## src/rtl/spike_packet_router.sv

```systemverilog
// spike_packet_router: buffers send-stage spike packets in a small FIFO and
// routes each one with dimension-ordered XY routing, X first.
//
// Ports:
//   clk, rst           clock, asynchronous active-high reset
//   packet_in          packet from the send stage
//   packet_in_valid    qualifies packet_in (no back-pressure upstream)
//   route_packet       head packet with the chosen offset moved one hop
//   route_dir          0=LOCAL 1=EAST 2=WEST 3=NORTH 4=SOUTH
//   route_valid        route_packet/route_dir hold a packet
//   route_ready        consumer takes the packet on valid&ready at posedge
//   fifo_count         FIFO occupancy after the edge, 0..FIFO_DEPTH
//   overflow           sticky, set when a packet is dropped on a full FIFO
//   drop_count         (DROP_COUNTER_EN only) saturating count of drops
//
// Build option: define DROP_COUNTER_EN to add the drop_count output.

module spike_packet_router #(
    parameter int PACKET_WIDTH = 32,
    parameter int FIFO_DEPTH   = 4,
    parameter int DX_MSB       = 29,
    parameter int DX_LSB       = 21,
    parameter int DY_MSB       = 20,
    parameter int DY_LSB       = 12
) (
    input  logic                          clk,
    input  logic                          rst,
    input  logic [PACKET_WIDTH-1:0]       packet_in,
    input  logic                          packet_in_valid,
    output logic [PACKET_WIDTH-1:0]       route_packet,
    output logic [2:0]                    route_dir,
    output logic                          route_valid,
    input  logic                          route_ready,
    output logic [$clog2(FIFO_DEPTH):0]   fifo_count,
    output logic                          overflow
`ifdef DROP_COUNTER_EN
    ,
    output logic [15:0]                   drop_count
`endif
);

    localparam int AW  = $clog2(FIFO_DEPTH);
    localparam int CW  = AW + 1;
    localparam int XW  = DX_MSB - DX_LSB + 1;
    localparam int YW  = DY_MSB - DY_LSB + 1;

    localparam logic [2:0] DIR_LOCAL = 3'd0;
    localparam logic [2:0] DIR_EAST  = 3'd1;
    localparam logic [2:0] DIR_WEST  = 3'd2;
    localparam logic [2:0] DIR_NORTH = 3'd3;
    localparam logic [2:0] DIR_SOUTH = 3'd4;

    typedef enum logic {
        S_EMPTY,
        S_HOLD
    } state_t;

    state_t state, next_state;

    logic [PACKET_WIDTH-1:0] mem [FIFO_DEPTH];
    logic [AW-1:0]           rd_ptr;
    logic [AW-1:0]           wr_ptr;
    logic [CW-1:0]           count;

    logic fifo_empty;
    logic fifo_full;
    logic pop;
    logic push;
    logic drop;

    logic [PACKET_WIDTH-1:0] head;
    logic [XW-1:0]           dx;
    logic [YW-1:0]           dy;
    logic                    dx_pos;
    logic                    dx_neg;
    logic                    dy_pos;
    logic                    dy_neg;
    logic [PACKET_WIDTH-1:0] rt_packet;
    logic [2:0]              rt_dir;

    assign fifo_empty = (count == '0);
    assign fifo_full  = (count == CW'(FIFO_DEPTH));

    // A pop frees a slot on the same edge, so a full FIFO still accepts.
    assign push = packet_in_valid && (!fifo_full || pop);
    assign drop = packet_in_valid && fifo_full && !pop;

    // Output stage FSM
    always_ff @(posedge clk or posedge rst) begin
        if (rst) begin
            state <= S_EMPTY;
        end else begin
            state <= next_state;
        end
    end

    always_comb begin
        next_state = state;
        pop        = 1'b0;
        unique case (state)
            S_EMPTY: begin
                if (!fifo_empty) begin
                    pop        = 1'b1;
                    next_state = S_HOLD;
                end
            end
            S_HOLD: begin
                if (route_ready) begin
                    if (!fifo_empty) begin
                        pop = 1'b1;
                    end else begin
                        next_state = S_EMPTY;
                    end
                end
            end
            default: next_state = S_EMPTY;
        endcase
    end

    assign route_valid = (state == S_HOLD);

    // FIFO storage
    always_ff @(posedge clk) begin
        if (push) begin
            mem[wr_ptr] <= packet_in;
        end
    end

    always_ff @(posedge clk or posedge rst) begin
        if (rst) begin
            rd_ptr <= '0;
            wr_ptr <= '0;
            count  <= '0;
        end else begin
            if (push) begin
                wr_ptr <= wr_ptr + AW'(1);
            end
            if (pop) begin
                rd_ptr <= rd_ptr + AW'(1);
            end
            unique case ({push, pop})
                2'b10:   count <= count + CW'(1);
                2'b01:   count <= count - CW'(1);
                default: count <= count;
            endcase
        end
    end

    assign fifo_count = count;

    // XY routing of the FIFO head; offsets are two's complement, so the
    // sign bit separates the negative case and non-zero-positive is the rest.
    assign head   = mem[rd_ptr];
    assign dx     = head[DX_MSB:DX_LSB];
    assign dy     = head[DY_MSB:DY_LSB];
    assign dx_neg = dx[XW-1];
    assign dx_pos = !dx[XW-1] && (dx != '0);
    assign dy_neg = dy[YW-1];
    assign dy_pos = !dy[YW-1] && (dy != '0);

    always_comb begin
        rt_packet = head;
        rt_dir    = DIR_LOCAL;
        unique case (1'b1)
            dx_pos: begin
                rt_dir                   = DIR_EAST;
                rt_packet[DX_MSB:DX_LSB] = dx - XW'(1);
            end
            dx_neg: begin
                rt_dir                   = DIR_WEST;
                rt_packet[DX_MSB:DX_LSB] = dx + XW'(1);
            end
            (!dx_pos && !dx_neg && dy_pos): begin
                rt_dir                   = DIR_NORTH;
                rt_packet[DY_MSB:DY_LSB] = dy - YW'(1);
            end
            (!dx_pos && !dx_neg && dy_neg): begin
                rt_dir                   = DIR_SOUTH;
                rt_packet[DY_MSB:DY_LSB] = dy + YW'(1);
            end
            default: begin
                rt_dir    = DIR_LOCAL;
                rt_packet = head;
            end
        endcase
    end

    // Output register loads on every pop and otherwise holds steady.
    always_ff @(posedge clk or posedge rst) begin
        if (rst) begin
            route_packet <= '0;
            route_dir    <= DIR_LOCAL;
        end else if (pop) begin
            route_packet <= rt_packet;
            route_dir    <= rt_dir;
        end
    end

    always_ff @(posedge clk or posedge rst) begin
        if (rst) begin
            overflow <= 1'b0;
        end else if (drop) begin
            overflow <= 1'b1;
        end
    end

`ifdef DROP_COUNTER_EN
    always_ff @(posedge clk or posedge rst) begin
        if (rst) begin
            drop_count <= '0;
        end else if (drop && (drop_count != 16'hFFFF)) begin
            drop_count <= drop_count + 16'd1;
        end
    end
`endif

endmodule

```

## config.mk

```make
export PLATFORM = sky130hd
export DESIGN_NAME = spike_packet_router
export DESIGN_NICKNAME = d
export VERILOG_FILES = /design/src/rtl/spike_packet_router.sv
export SDC_FILE = /design/constraint.sdc
export NUM_CORES = 1
export LEC_CHECK = 0
export ABC_CLOCK_PERIOD_IN_PS = 3800
export CORE_MARGIN = 4
export CORE_UTILIZATION = 45
export DETAILED_ROUTE_END_ITERATION = 12
export PLACE_DENSITY_LB_ADDON = 0.05
export REMOVE_ABC_BUFFERS = 1
export SLEW_MARGIN = 20
export SYNTH_ARGS = -nofsm -noshare
export SYNTH_HDL_FRONTEND = slang
export SYNTH_SLANG_ARGS = --single-unit
export TNS_END_PERCENT = 5
```

## constraint.sdc

```tcl
create_clock -name clk -period 3.8 [get_ports clk]
set_input_delay 0.95 -clock clk [delete_from_list [all_inputs] [get_ports clk]]
set_output_delay 0.95 -clock clk [all_outputs]
set_load 0.01 [all_outputs]
```

==> flow_metrics.env <==
export IMPL_cts_buffer_depth=2
export IMPL_crit_path_max_fanout=7
export IMPL_die_w_um=134
export IMPL_drt_pass1_iter_count=4
export IMPL_synthFlopType="edfxtp_1"
export IMPL_synthTopCellsByArea="edfxtp_1, dfrtp_1, mux4_2"
export IMPL_grt_max_degree=50
export IMPL_rows=45
export IMPL_synth_area_um2=7200
export IMPL_nFillCells=1232
export IMPL_routed_wl_um=13800
export IMPL_dp_slack_ns=-0.0960
export IMPL_area_delta_synth_final_pct=24.1
export IMPL_drv_cap=0
export IMPL_multiInputGateArea_um2=2170
export IMPL_ioPinCount=76
export IMPL_antenna_found_initial=0
export IMPL_yosysMostFrequentCell="edfxtp_1"
export IMPL_criticalPathCategory="flip-flop to flip-flop"
export IMPL_avgRoutedWirePerCell_um=17.9
export IMPL_final_setup_viol_count=0
export IMPL_leakage_uw=0.00328
export IMPL_dp_cells=734
export IMPL_cts_buffers=17
export IMPL_yosys_warnings=0
export IMPL_fmax_mhz=278
export IMPL_period_minus_slack_ns=3.59
export IMPL_holdPathStages=1
export IMPL_hold_viol=0
export IMPL_layout_setup_ws_ns=0.207
export IMPL_clkLatencyLatePin_ns=0.42
export IMPL_antenna_cells=0
export IMPL_synth_edf_count=128
export IMPL_crit_path_start_kind="flip-flop"
export IMPL_cts_tree="yes"
export IMPL_grtUsageTotal_pct=16.0
export IMPL_start_util_pct=46.7
export IMPL_cts_root_buffer="clkbuf_16"
export IMPL_viasPerCell=5.21
export IMPL_worstRegToRegCells=12
export IMPL_finalWeightedCongestion=0.826
export IMPL_final_cells=771
export IMPL_tightestPinTransition_ns=0.726
export IMPL_status="finished clean"
export IMPL_dp_hpwl_um=8900
export IMPL_drcViolationCount=0
export IMPL_ir_worst_vdd_mv=0.387
export IMPL_grt_ovfl_total=0
export IMPL_cts_hold_buffers_added=0
export IMPL_grt_pass1_vias=4101
export IMPL_skew_ns=0.00882
export IMPL_synth_commonest_cells="edfxtp_1, nand2_1, dfrtp_1"
export IMPL_num_nets_final=605
export IMPL_synth_cell_type_count=45
export IMPL_final_max_slew_viol_count=0
export IMPL_ys_async_sr_fraction_pct=25.6
export IMPL_num_vias=4018
export IMPL_grt_pass1_wl_um=21900
export IMPL_p_per_area_nw_per_um2=866
export IMPL_die_area_um2=18100
export IMPL_drive_above_1_share_pct=18.6
export IMPL_cts_sinks=172
export IMPL_path_clk_slew_ns=0.06
export IMPL_synth_top_area_share_pct=53.4
export IMPL_hold_class="flip-flop to flip-flop"
export IMPL_drtAntennaViolNets=0
export IMPL_cp_arrival_ns=3.92
export IMPL_yosysSeqAreaShare_pct=68.7
export IMPL_syn_area_per_cell_um2=16.0
export IMPL_netlist_instances=450
export IMPL_relSlewSlack_pct=51.5
export IMPL_crit_required_ns=4.13
export IMPL_h_tree_depth=4
export IMPL_seqCellArea_um2=4950
export IMPL_finalCritPeriodShare_pct=94.6
export IMPL_die_h_um=134
export IMPL_ys_ff_latch=172
export IMPL_portBuffers=75
export IMPL_yosysTopAreaCell="edfxtp_1"
export IMPL_core_area_um2=15400
export IMPL_drt_iter0_markers=159
export IMPL_crit_path_end_kind="flip-flop"
area by class of cell:
cell class	instances	share of cell area, %
Clock inverter	12	1.25
Clock buffer	20	5.11
Multi-Input combinational cell	242	24.2
Tap cell	211	2.95
Timing Repair Buffer	96	10.3
Inverter	18	0.756
Sequential cell	172	55.3
registers in the layout, indices dropped and copies added (netlist names):
| signal | cells |
|---|---|
| rd_ptr | 2 |
| route_valid | 1 |
| route_packet | 32 |
| overflow | 1 |
| route_dir | 3 |
| wr_ptr | 2 |
| fifo_count | 3 |
| mem | 128 |
where the power goes:
part	internal [uW]	total, uW	switching [uW]
Sequential	2560	2770	208
Combinational	1640	3310	1680
Clock	942	1660	720
path summary, 6_finish.rpt:
kind / start / end / slack, ns
setup / recovery: rd_ptr[0]$_DFFE_PP0P_ / route_packet[20]$_DFFE_PP0P_ / 0.21
hold / removal: overflow$_DFFE_PP0P_ / overflow$_DFFE_PP0P_ / 0.47
setup reg to reg: rd_ptr[0]$_DFFE_PP0P_ / route_packet[20]$_DFFE_PP0P_ / 0.21
hold reg to reg: overflow$_DFFE_PP0P_ / overflow$_DFFE_PP0P_ / 0.47
max in group asynchronous: rst / route_packet[4]$_DFFE_PP0P_ / 2.12
min in group asynchronous: rst / route_packet[21]$_DFFE_PP0P_ / 0.97
critical path, cell delays in order, from the launching register on:
cell and delay, ns:
dfrtp_2 0.41, buf_4 0.13, mux4_2 0.50, or4_1 0.62, nor3_4 0.26, nand2_4 0.13
fa_2 0.41, a21o_1 0.18, a21oi_2 0.16, o21ai_0 0.13, nor4_2 0.27, nor4b_2 0.09
o31ai_1 0.19
placed cells by master, fill, tap and decap left out, types with 4 or more instances in the layout:
cell,instances
a22o_1,4
o21ai_0,7
mux2i_1,8
clkdlybuf4s50_1,75
a21oi_1,13
and3_2,4
xor2_1,4
o31ai_1,5
nor2_1,7
ha_1,16
mux4_2,32
dfrtp_1,42
inv_1,17
inv_6,4
clkbuf_16,17
buf_4,19
xnor2_1,13
edfxtp_1,128
o21ai_1,15
nand2_1,66
stage by stage:
step	hold slack [ns]	util, %	TNS, ns	total power (uW)	instance area, um2
after floorplan	0.503	-	-7.65	4910	7110
after detailed placement	0.461	53.6	-0.252	6050	8260
after global placement	0.450	53.6	0	6010	8260
after CTS	0.473	57.3	0	7730	8830
final	0.470	57.9	0	7740	8940
after global routing	0.509	57.9	-0.0690	8280	8940
timing repair:
action,4_1_cts,5_1_grt
pin swaps,0,5
setup endpoints to repair,4,4
buffers inserted,0,5
cloned,0,0
resized for setup,2,14
logic make-up after synthesis:
kind of cell	after synthesis	synth area share, %
fa+ha+maj	22	4.14
compound gates	63	5.54
flops	172	68.7
buf+inv	36	2.22
simple gates	100	6.24
mux	40	11.1
xor+xnor	17	2.07
routing by layer:
metal / up-vias / part of all wire, % / global-route usage (%)
met3: 14 / 4.2 / 4.55
li1: 1896 / - / -
met1: 2033 / 45 / 20.7
met4: 0 / 1.2 / 5.43
met2: 75 / 49 / 26.3
met5: - / 0 / 0
Power figures use the tool's default switching activity.
